## src/rtl/core_csr_counter_ctrl_pkg.sv

```systemverilog
// Shared types and constants for the machine performance-counter controller.
package core_csr_counter_ctrl_pkg;

   // CSR data width; each counter is two CSR-wide halves
   localparam int unsigned CSR_XLEN = 32;
   localparam int unsigned CNT_W    = 2 * CSR_XLEN;

   // Machine-mode read/write counter addresses
   localparam logic [11:0] CSR_MCYCLE        = 12'hB00;
   localparam logic [11:0] CSR_MCYCLEH       = 12'hB80;
   localparam logic [11:0] CSR_MINSTRET      = 12'hB02;
   localparam logic [11:0] CSR_MINSTRETH     = 12'hB82;
   localparam logic [11:0] CSR_MCOUNTINHIBIT = 12'h320;

   // User-level read-only aliases of the same counters
   localparam logic [11:0] CSR_CYCLE         = 12'hC00;
   localparam logic [11:0] CSR_CYCLEH        = 12'hC80;
   localparam logic [11:0] CSR_INSTRET       = 12'hC02;
   localparam logic [11:0] CSR_INSTRETH      = 12'hC82;

   // Bit positions inside mcountinhibit
   localparam int unsigned INH_CY = 0;
   localparam int unsigned INH_IR = 2;

   // Access FSM: one response cycle follows every accepted request
   typedef enum logic {
      ST_IDLE = 1'b0,
      ST_RESP = 1'b1
   } csr_state_t;

   // Decoded target of a CSR access
   typedef enum logic [2:0] {
      SEL_NONE  = 3'd0,
      SEL_CY_LO = 3'd1,
      SEL_CY_HI = 3'd2,
      SEL_IR_LO = 3'd3,
      SEL_IR_HI = 3'd4,
      SEL_INH   = 3'd5
   } csr_sel_t;

endpackage

```

## src/rtl/core_csr_counter_ctrl_cnt64.sv

```systemverilog
// 64-bit performance counter built from two CSR-wide halves.
// A load of either half wins over the hardware increment in the same cycle:
//  - loading lo drops that cycle's increment and its carry;
//  - loading hi lets lo still increment, but the carry into hi is dropped.
module core_csr_cnt64
   import core_csr_counter_ctrl_pkg::*;
(
   input  logic                clk,
   input  logic                rst_n,
   input  logic                inc_i,
   input  logic                ld_lo_i,
   input  logic                ld_hi_i,
   input  logic [CSR_XLEN-1:0] ld_data_i,
   output logic [CNT_W-1:0]    cnt_o
);

   logic [CSR_XLEN-1:0] lo_q, hi_q;
   logic [CSR_XLEN-1:0] lo_d, hi_d;
   logic                carry;

   // Next-value logic: loads take priority, carry propagates only on a free increment
   always_comb begin
      lo_d  = lo_q;
      hi_d  = hi_q;
      carry = inc_i & (lo_q == '1);
      if (ld_lo_i) begin
         lo_d = ld_data_i;
      end else if (inc_i) begin
         lo_d = lo_q + CSR_XLEN'(1);
      end
      if (ld_hi_i) begin
         hi_d = ld_data_i;
      end else if (carry && !ld_lo_i) begin
         hi_d = hi_q + CSR_XLEN'(1);
      end
   end

   // Counter halves
   always_ff @(posedge clk or negedge rst_n) begin
      if (!rst_n) begin
         lo_q <= '0;
         hi_q <= '0;
      end else begin
         lo_q <= lo_d;
         hi_q <= hi_d;
      end
   end

   assign cnt_o = {hi_q, lo_q};

endmodule

```

## src/rtl/core_csr_counter_ctrl.sv

```systemverilog
// Machine performance-counter controller (mcycle, minstret, mcountinhibit).
// Handshake: a request is accepted on a clock edge where csr_req_i & csr_ready_o;
// the requester holds csr_req_i (and its address/data) until ready is seen. ready
// is high only in IDLE. Exactly one cycle after the accept edge csr_ack_o pulses
// for one cycle with csr_rdata_o (value before the accept edge) and csr_err_o;
// both are 0 whenever ack is low.
module core_csr_counter_ctrl
   import core_csr_counter_ctrl_pkg::*;
#(
   parameter bit HAS_INSTRET = 1'b1
)(
   input  logic                clk,
   input  logic                rst_n,
   input  logic                instr_ret_i,
   input  logic                csr_req_i,
   input  logic                csr_we_i,
   input  logic [11:0]         csr_addr_i,
   input  logic [CSR_XLEN-1:0] csr_wdata_i,
   output logic                csr_ready_o,
   output logic                csr_ack_o,
   output logic [CSR_XLEN-1:0] csr_rdata_o,
   output logic                csr_err_o,
   output logic [2:0]          mcountinhibit_o,
   output csr_state_t          dbg_state_o
);

   csr_state_t          state_q, state_d;
   csr_sel_t            sel;
   logic                alias_ro;
   logic                err_d;
   logic                accept;
   logic                wr_ok;
   logic [CSR_XLEN-1:0] rd_val;
   logic [2:0]          inh_q;
   logic [CNT_W-1:0]    cy_cnt, ir_cnt;
   logic                ack_q, err_q;
   logic [CSR_XLEN-1:0] rdata_q;

   // Address decode: which register is targeted and whether it is a read-only alias
   always_comb begin
      sel      = SEL_NONE;
      alias_ro = 1'b0;
      case (csr_addr_i)
         CSR_MCYCLE:        sel = SEL_CY_LO;
         CSR_MCYCLEH:       sel = SEL_CY_HI;
         CSR_MINSTRET:      sel = SEL_IR_LO;
         CSR_MINSTRETH:     sel = SEL_IR_HI;
         CSR_MCOUNTINHIBIT: sel = SEL_INH;
         CSR_CYCLE:    begin sel = SEL_CY_LO; alias_ro = 1'b1; end
         CSR_CYCLEH:   begin sel = SEL_CY_HI; alias_ro = 1'b1; end
         CSR_INSTRET:  begin sel = SEL_IR_LO; alias_ro = 1'b1; end
         CSR_INSTRETH: begin sel = SEL_IR_HI; alias_ro = 1'b1; end
         default: ;
      endcase
   end

   assign err_d  = (sel == SEL_NONE) | (csr_we_i & alias_ro);
   assign accept = csr_req_i & csr_ready_o;
   assign wr_ok  = accept & csr_we_i & ~err_d;

   // Read mux; instret reads as zero when the instret counter is not built
   always_comb begin
      rd_val = '0;
      case (sel)
         SEL_CY_LO: rd_val = cy_cnt[CSR_XLEN-1:0];
         SEL_CY_HI: rd_val = cy_cnt[CNT_W-1:CSR_XLEN];
         SEL_IR_LO: rd_val = HAS_INSTRET ? ir_cnt[CSR_XLEN-1:0] : '0;
         SEL_IR_HI: rd_val = HAS_INSTRET ? ir_cnt[CNT_W-1:CSR_XLEN] : '0;
         SEL_INH:   rd_val = {{(CSR_XLEN-3){1'b0}}, inh_q};
         default:   rd_val = '0;
      endcase
   end

   // FSM next state and ready
   always_comb begin
      state_d     = state_q;
      csr_ready_o = (state_q == ST_IDLE);
      case (state_q)
         ST_IDLE: if (csr_req_i) state_d = ST_RESP;
         ST_RESP: state_d = ST_IDLE;
         default: state_d = ST_IDLE;
      endcase
   end

   // FSM state register
   always_ff @(posedge clk or negedge rst_n) begin
      if (!rst_n) state_q <= ST_IDLE;
      else        state_q <= state_d;
   end

   // Response registers: captured at the accept edge, zero on every other cycle
   always_ff @(posedge clk or negedge rst_n) begin
      if (!rst_n) begin
         ack_q   <= 1'b0;
         err_q   <= 1'b0;
         rdata_q <= '0;
      end else begin
         ack_q   <= accept;
         err_q   <= accept & err_d;
         rdata_q <= (accept && !err_d) ? rd_val : '0;
      end
   end

   // mcountinhibit: only CY and IR are implemented, bit 1 is hardwired to zero
   always_ff @(posedge clk or negedge rst_n) begin
      if (!rst_n) begin
         inh_q <= '0;
      end else if (wr_ok && sel == SEL_INH) begin
         inh_q <= {csr_wdata_i[INH_IR], 1'b0, csr_wdata_i[INH_CY]};
      end
   end

   core_csr_cnt64 u_cycle (
      .clk       (clk),
      .rst_n     (rst_n),
      .inc_i     (~inh_q[INH_CY]),
      .ld_lo_i   (wr_ok & (sel == SEL_CY_LO)),
      .ld_hi_i   (wr_ok & (sel == SEL_CY_HI)),
      .ld_data_i (csr_wdata_i),
      .cnt_o     (cy_cnt)
   );

   core_csr_cnt64 u_instret (
      .clk       (clk),
      .rst_n     (rst_n),
      .inc_i     (HAS_INSTRET & instr_ret_i & ~inh_q[INH_IR]),
      .ld_lo_i   (HAS_INSTRET & wr_ok & (sel == SEL_IR_LO)),
      .ld_hi_i   (HAS_INSTRET & wr_ok & (sel == SEL_IR_HI)),
      .ld_data_i (csr_wdata_i),
      .cnt_o     (ir_cnt)
   );

   assign csr_ack_o       = ack_q;
   assign csr_err_o       = err_q;
   assign csr_rdata_o     = rdata_q;
   assign mcountinhibit_o = inh_q;
   assign dbg_state_o     = state_q;

endmodule

```

## config.mk

```make
export PLATFORM = sky130hd
export DESIGN_NAME = core_csr_counter_ctrl
export DESIGN_NICKNAME = d
export VERILOG_FILES = /design/src/rtl/core_csr_counter_ctrl_pkg.sv /design/src/rtl/core_csr_counter_ctrl_cnt64.sv /design/src/rtl/core_csr_counter_ctrl.sv
export SDC_FILE = /design/constraint.sdc
export NUM_CORES = 1
export LEC_CHECK = 0
export ABC_AREA = 1
export CORE_MARGIN = 10
export CORE_UTILIZATION = 60
export CTS_CLUSTER_DIAMETER = 120
export DETAILED_ROUTE_END_ITERATION = 10
export PLACE_DENSITY = 0.81
export REMOVE_ABC_BUFFERS = 1
export SYNTH_ARGS = -nofsm -noshare
export SYNTH_HDL_FRONTEND = slang
export SYNTH_HIERARCHICAL = 1
export SYNTH_SLANG_ARGS = --single-unit
export TNS_END_PERCENT = 30
```

## constraint.sdc

```tcl
create_clock -name clk -period 3.5 [get_ports clk]
set_clock_uncertainty 0.2 [all_clocks]
set_input_delay 0.7 -clock clk [delete_from_list [all_inputs] [get_ports clk]]
set_output_delay 0.7 -clock clk [all_outputs]
set_load 0.02 [all_outputs]
```

# ---- Word-level counts from Yosys, hierarchy flattened
# Index checks and enable logic that the tools add are counted.
dict set report word_totals {
  word_cells 77
  inputBits 49
  ramBits 0
  rom_bits 0
  n_memories 0
  regBits 165
  latch_bits 0
}
dict set report classes {
  reduce_logical 16
  multipliers 0
  shift 0
  n_lt_le_gt_ge 0
  n_bitwise 17
  mux 14
  n_div 0
  add_sub_neg 4
  n_eq_ne 17
}
# operator count
set ops {}
lappend ops {{32-bit 2-to-1 mux} 9}
lappend ops {{32-bit case mux with 5 select lines} 1}
lappend ops {{32-bit by 1-bit adder with 32-bit output (second input constant)} 4}
lappend ops {{12-bit == test (second input constant)} 8}
lappend ops {{32-bit == test (second input constant)} 2}
lappend ops {{3-bit case mux with 5 select lines} 1}
lappend ops {{1-bit bitwise AND} 12}
lappend ops {{12-bit by 10-bit == test with 1-bit output (second input constant)} 1}
lappend ops {{2-bit OR reduction} 4}
lappend ops {{3-bit by 2-bit == test with 1-bit output (second input constant)} 2}
lappend ops {{3-bit == test (second input constant)} 2}
lappend ops {{2-bit nonzero test} 3}
lappend ops {{1-bit logical AND} 4}
lappend ops {{1-bit inverter} 4}
lappend ops {{4-bit OR reduction} 1}
lappend ops {{3-bit by 1-bit == test with 1-bit output (second input constant)} 1}
lappend ops {{1-bit logical NOT} 3}
lappend ops {{3-bit logical NOT} 1}
lappend ops {{1-bit 2-to-1 mux} 2}
lappend ops {{2-bit by 1-bit != test with 1-bit output (second input constant)} 1}
lappend ops {{1-bit case mux with 2 select lines} 1}
lappend ops {{1-bit OR} 1}

# ---- Depth between registers and ports, before layout
dict set report logic_depth {
  depth_word 12
  depth_mapped 19
  mapped_depth_nobuf 17
}

# ---- Modules after synthesis
# Netlist, hierarchy kept.
# mod area_each_um2 cells_each n_inst
set modules_own_cells {}
lappend modules_own_cells {{core_csr_cnt64 at u_cycle} 4609.4 707 1}
lappend modules_own_cells {{core_csr_cnt64 at u_instret} 4609.4 704 1}
lappend modules_own_cells {core_csr_counter_ctrl 2551.2 406 1}

# ---- Worst setup path after synthesis
# OpenSTA, ideal clock, no wires.
dict set report synth_path {
  kind {input to register}
  start {input port csr_addr_i[8]}
  end {register u_instret.hi_q[29]}
  slack_ns 0.586
  required_time_ns 3.183
  setup_time_ns 0.117
  path_stages 19
  arrival_time_ns 2.598
  path_cell_list {nand2_1 -> inv_1 -> nand2_1 -> nand2_2 -> nand2_2 -> nand3_4 -> buf_4 -> nand2_1 -> nor2_1 -> buf_2 -> nor2_8 -> nand2_1 -> nor2_1 -> nand3_4 -> buf_2 -> nand3_1 -> nand2_1 -> clkinv_1 -> nand2_1}
}
dict set report synth_between {
  elab_chain_cells 11
  elab_cells_between_ends 29
  cone_classes {eq/ne: 11; mux: 3; bitwise: 6; reduce/logical: 9}
}
# element line_no
set synth_rtl {}
lappend synth_rtl {{start: declaration} core_csr_counter_ctrl.sv:17} ;# input logic [11:0] csr_addr_i,
lappend synth_rtl {{12-bit == test} core_csr_counter_ctrl.sv:43} ;# case (csr_addr_i)
lappend synth_rtl {{2-bit OR reduction (no line) / 4-bit OR reduction (equally long branches)} n/a}
lappend synth_rtl {{3-bit case mux with 5 select lines / 1-bit 2-to-1 mux (equally long branches)} core_csr_counter_ctrl.sv:43}
lappend synth_rtl {{3-bit logical NOT / 1-bit bitwise AND (equally long branches)} core_csr_counter_ctrl.sv:57} ;# assign err_d = (sel == SEL_NONE) | (csr_we_i & alias_ro);
lappend synth_rtl {{1-bit OR} core_csr_counter_ctrl.sv:57}
lappend synth_rtl {{1-bit inverter} core_csr_counter_ctrl.sv:59} ;# assign wr_ok = accept & csr_we_i & ~err_d;
lappend synth_rtl {{1-bit bitwise AND} core_csr_counter_ctrl.sv:59}
lappend synth_rtl {{1-bit bitwise AND} core_csr_counter_ctrl.sv:127} ;# .ld_lo_i (HAS_INSTRET & wr_ok & (sel == SEL_IR_LO)),
lappend synth_rtl {{1-bit logical NOT} core_csr_counter_ctrl_cnt64.sv:33} ;# end else if (carry && !ld_lo_i) begin
lappend synth_rtl {{1-bit logical AND} core_csr_counter_ctrl_cnt64.sv:33}
lappend synth_rtl {{2-bit nonzero test (no line)} n/a}
lappend synth_rtl {{end signal: assignment} core_csr_counter_ctrl_cnt64.sv:45} ;# hi_q <= hi_d;
lappend synth_rtl {{end: declaration} core_csr_counter_ctrl_cnt64.sv:17} ;# logic [CSR_XLEN-1:0] lo_q, hi_q;
# Several ways; a longest one is shown, not always the timed one.
# A chain may end at the register's enable or synchronous reset.

# ---- Worst setup path after layout
dict set report layout_path {
  start {input port csr_addr_i[7]}
  end {register u_cycle.lo_q[18]}
}
dict set report layout_between {
  elab_chain_cells 9
  elab_cells_between_ends 25
  cone_classes {eq/ne: 11; mux: 3; bitwise: 5; reduce/logical: 6}
}
# element line_no
set layout_rtl {}
lappend layout_rtl {{12-bit == test} core_csr_counter_ctrl.sv:43}
lappend layout_rtl {{2-bit OR reduction (no line) / 4-bit OR reduction (equally long branches)} n/a}
lappend layout_rtl {{3-bit case mux with 5 select lines / 1-bit 2-to-1 mux (equally long branches)} core_csr_counter_ctrl.sv:43}
lappend layout_rtl {{3-bit logical NOT / 1-bit bitwise AND (equally long branches)} core_csr_counter_ctrl.sv:57}
lappend layout_rtl {{1-bit OR} core_csr_counter_ctrl.sv:57}
lappend layout_rtl {{1-bit inverter} core_csr_counter_ctrl.sv:59}
lappend layout_rtl {{1-bit bitwise AND} core_csr_counter_ctrl.sv:59}
lappend layout_rtl {{1-bit bitwise AND (*)} core_csr_counter_ctrl.sv:117} ;# .ld_lo_i (wr_ok & (sel == SEL_CY_LO)),
lappend layout_rtl {{2-bit by 1-bit != test with 1-bit output (no line) / 32-bit 2-to-1 mux (equally long branches)} n/a}
lappend layout_rtl {{end signal: assignment} core_csr_counter_ctrl_cnt64.sv:44} ;# lo_q <= lo_d;
lappend layout_rtl {{end: declaration} core_csr_counter_ctrl_cnt64.sv:17}
# Every way passes the cells marked *; elsewhere a longest branch is shown, timed or not.

==> impl_metrics.json <==
{
  "async_reset_ff_share_pct": 100,
  "rr_endpoint": "u_cycle/lo_q[18]",
  "chipWidth_um": 160,
  "vias": 12700,
  "p_per_area_nw_per_um2": 323,
  "syn_area_um2": 11800,
  "clk_latency_ns": 0.44,
  "wirelength_mm": 39.7,
  "synthAdderAreaFrac_pct": 0.425,
  "cts_root_buffer": "clkbuf_16",
  "cts_resized": 0,
  "clk_pin_slew_ns": 0.07,
  "clock_path_buffers": 2,
  "synth_commonest_cells": "nand2_1, nor2_1, nand3_1",
  "finalSetupViolCount": 0,
  "fin_ws_ns": 0.264,
  "end_kind": "register",
  "synthFlopType": "dfrtp_1",
  "cts_inserted_buffers": 17,
  "cp_max_fo": 33,
  "synth_top_family_by_area": "simple AND/OR/NAND/NOR gates",
  "startpoint_type": "input port",
  "critical_path_class": "input port to register",
  "gr-total-overflow": 0,
  "numClockSinks": 164,
  "syn2layout_area_growth_pct": 16.2,
  "synth_area_per_cell_um2": 6.48,
  "cts_setup_buffers": 0,
  "grt_max_degree": 69,
  "finalCoreUtilization_pct": 70.5,
  "reg2reg_depth": 10,
  "dieArea_um2": 25600,
  "worstPathCellList": "clkdlybuf4s50_1 > nand2_1 > nor2_2 > nand2_1 > inv_1 > nand2_1 > nand4_2 > nand4_1 > nor2_2 > buf_4 > nor2_2 > buf_12 > a22oi_1 > o21ai_0",
  "fin_nets": 1963,
  "crit_required_ns": 3.61,
  "io_pins": 88,
  "wl_per_cell_um": 18.1,
  "initial_core_util_pct": 60.7,
  "antenna_found_initial": 0,
  "coreArea_um2": 19400,
  "synth_top_area_share_pct": 34.9,
  "yosys_warnings": 6,
  "antenna_left": 0,
  "hold_viol": 0,
  "synth.area.mux_share_pct": 0,
  "r2r_setup_slack_ns": 1.03,
  "cap_violations": 0,
  "rsz0062_at_grt": "false",
  "synthXorXnorAreaFrac_pct": 3.80,
  "placement_rows": 51,
  "antenna_cells": 0,
  "dp_slack_ns": -0.0845,
  "drt_first_pass_iters": 8,
  "cts_tree": "built",
  "ir_drop_mv": 0.301,
  "yosys.area_share.simple_pct": 46.4,
  "route.detailed.drc": 0,
  "gp_congestion": 0.986,
  "synth_edf_count": 0,
  "synth_compound_gate_area_share_pct": 6.68,
  "leakagePower_uw": 0.00636,
  "syn_inst": 1817,
  "port-buffer-count": 86,
  "crit_slowest_cell": "clkdlybuf4s50_1",
  "dp_hpwl_mm": 30.0,
  "layout_min_cycle_time_ns": 3.24,
  "critPathMaxStageDelay_ns": 0.55,
  "hp-class": "input port to async pin",
  "crit_end": "u_cycle/lo_q[18]",
  "synth_seq_cells": 164,
  "yosysMostFrequentCell": "nand2_1",
  "htreeDepth": 4,
  "cts_hold_buffers": 0,
  "slew_viol_final": 0,
  "synthDistinctLibCells": 42,
  "yosys.area.top_type": "dfrtp_1",
  "r2r-start": "csr_ack_o",
  "slew_headroom_pct": 53.8,
  "drive_gt1_share_pct": 7.64,
  "fin_crit_sh_pct": 92.5,
  "synth_area_leaders": "dfrtp_1, nand2_1, nand3_1",
  "grt_pass1_vias": 12000,
  "grt_pass1_wl_mm": 62.6,
  "fp.dieH_um": 160,
  "yosysSeqAreaShare_pct": 34.9,
  "drtIter0Drc": 1872,
  "clock.fmax_mhz": 309,
  "grtUsageTotal_pct": 30.2,
  "status": "finished clean",
  "startpoint": "csr_addr_i[7]",
  "worst_pin_slew_ns": 0.693,
  "drt-vias-per-instance": 5.82,
  "arrival_ns": 3.35
}
==> registers in the layout, summed over array words and instances (netlist names) <==
register         cells
u_instret/hi_q      32
u_instret/lo_q      32
csr_rdata_o         32
mcountinhibit_o      2
csr_ack_o            1
csr_err_o            1
u_cycle/lo_q        32
u_cycle/hi_q        32
==> area by class of cell <==
| cell class | instances | area (um^2) |
|---|---|---|
| inverter | 143 | 537 |
| tap | 265 | 332 |
| clock inverter | 13 | 134 |
| timing repair buffer | 135 | 1360 |
| multi-input combinational | 1449 | 6770 |
| clock buffer | 19 | 453 |
| sequential | 164 | 4100 |
| fill | 1708 | 5720 |
==> cell families after synthesis <==
family | Yosys count
and+or+nand+nor | 1276
buffers and inverters | 204
DFF | 164
AOI/OAI and AO/OA | 117
xor gates and xnor gates | 51
adders and majority gates | 4
other | 1
==> through the flow <==
step / std cells / setup TNS, ns / hold slack [ns] / area [um^2] / power, uW
floorplan: 1756 / -95.49 / 0.204 / 11400 / 2310
global placement: 2156 / 0 / 0.327 / 13100 / 2510
detailed placement: 2156 / -0.611 / 0.349 / 13100 / 2530
CTS: 2188 / 0 / 0.104 / 13700 / 4420
global route: 2188 / 0 / 0.117 / 13700 / 4540
finish: 2188 / 0 / 0.0682 / 13700 / 4410
==> routing by layer <==
layer	GRT usage, %	vias to the layer above	share of wire [%]
met5	0	-	0
met4	11.8	0	3.7
met3	5.24	103	10
met2	48.3	728	46
met1	39.9	5926	40
li1	-	5970	-
==> worst max-delay path, delay by kind of cell <==
family                 cells  cell delay (ns)
buffers and inverters      4             1.18
and+or+nand+nor            8             1.17
AOI/OAI and AO/OA          2             0.27
==> cell usage in the layout, fill, tap and decap left out, types with 16 or more instances in the layout <==
master / n
nor2_2: 18
clkbuf_16: 17
xor2_1: 18
clkdlybuf4s50_1: 85
nor2_1: 246
buf_4: 39
nand3b_1: 16
a22oi_1: 45
dfrtp_1: 164
o21ai_0: 33
xnor2_1: 33
inv_1: 132
nand2_1: 719
nand3_1: 211
==> how the worst min path moves through the flow <==
stage / start / to / slack (ns) / cells after the start
finish: rst_n / csr_err_o / 0.07 / 1
global route: rst_n / u_cycle/hi_q[5] / 0.12 / 1
CTS: rst_n / u_cycle/hi_q[5] / 0.10 / 1
detailed placement: mcountinhibit_o[2] / mcountinhibit_o[2] / 0.35 / 2
global placement: mcountinhibit_o[2] / mcountinhibit_o[2] / 0.33 / 2
floorplan: rst_n / csr_ack_o / 0.20 / 0
==> report_power, final <==
group	switching (uW)	internal, uW
registers	124	1980
logic	240	162
clock network	868	1040
total	1230	3180
Power figures use the tool's default switching activity.
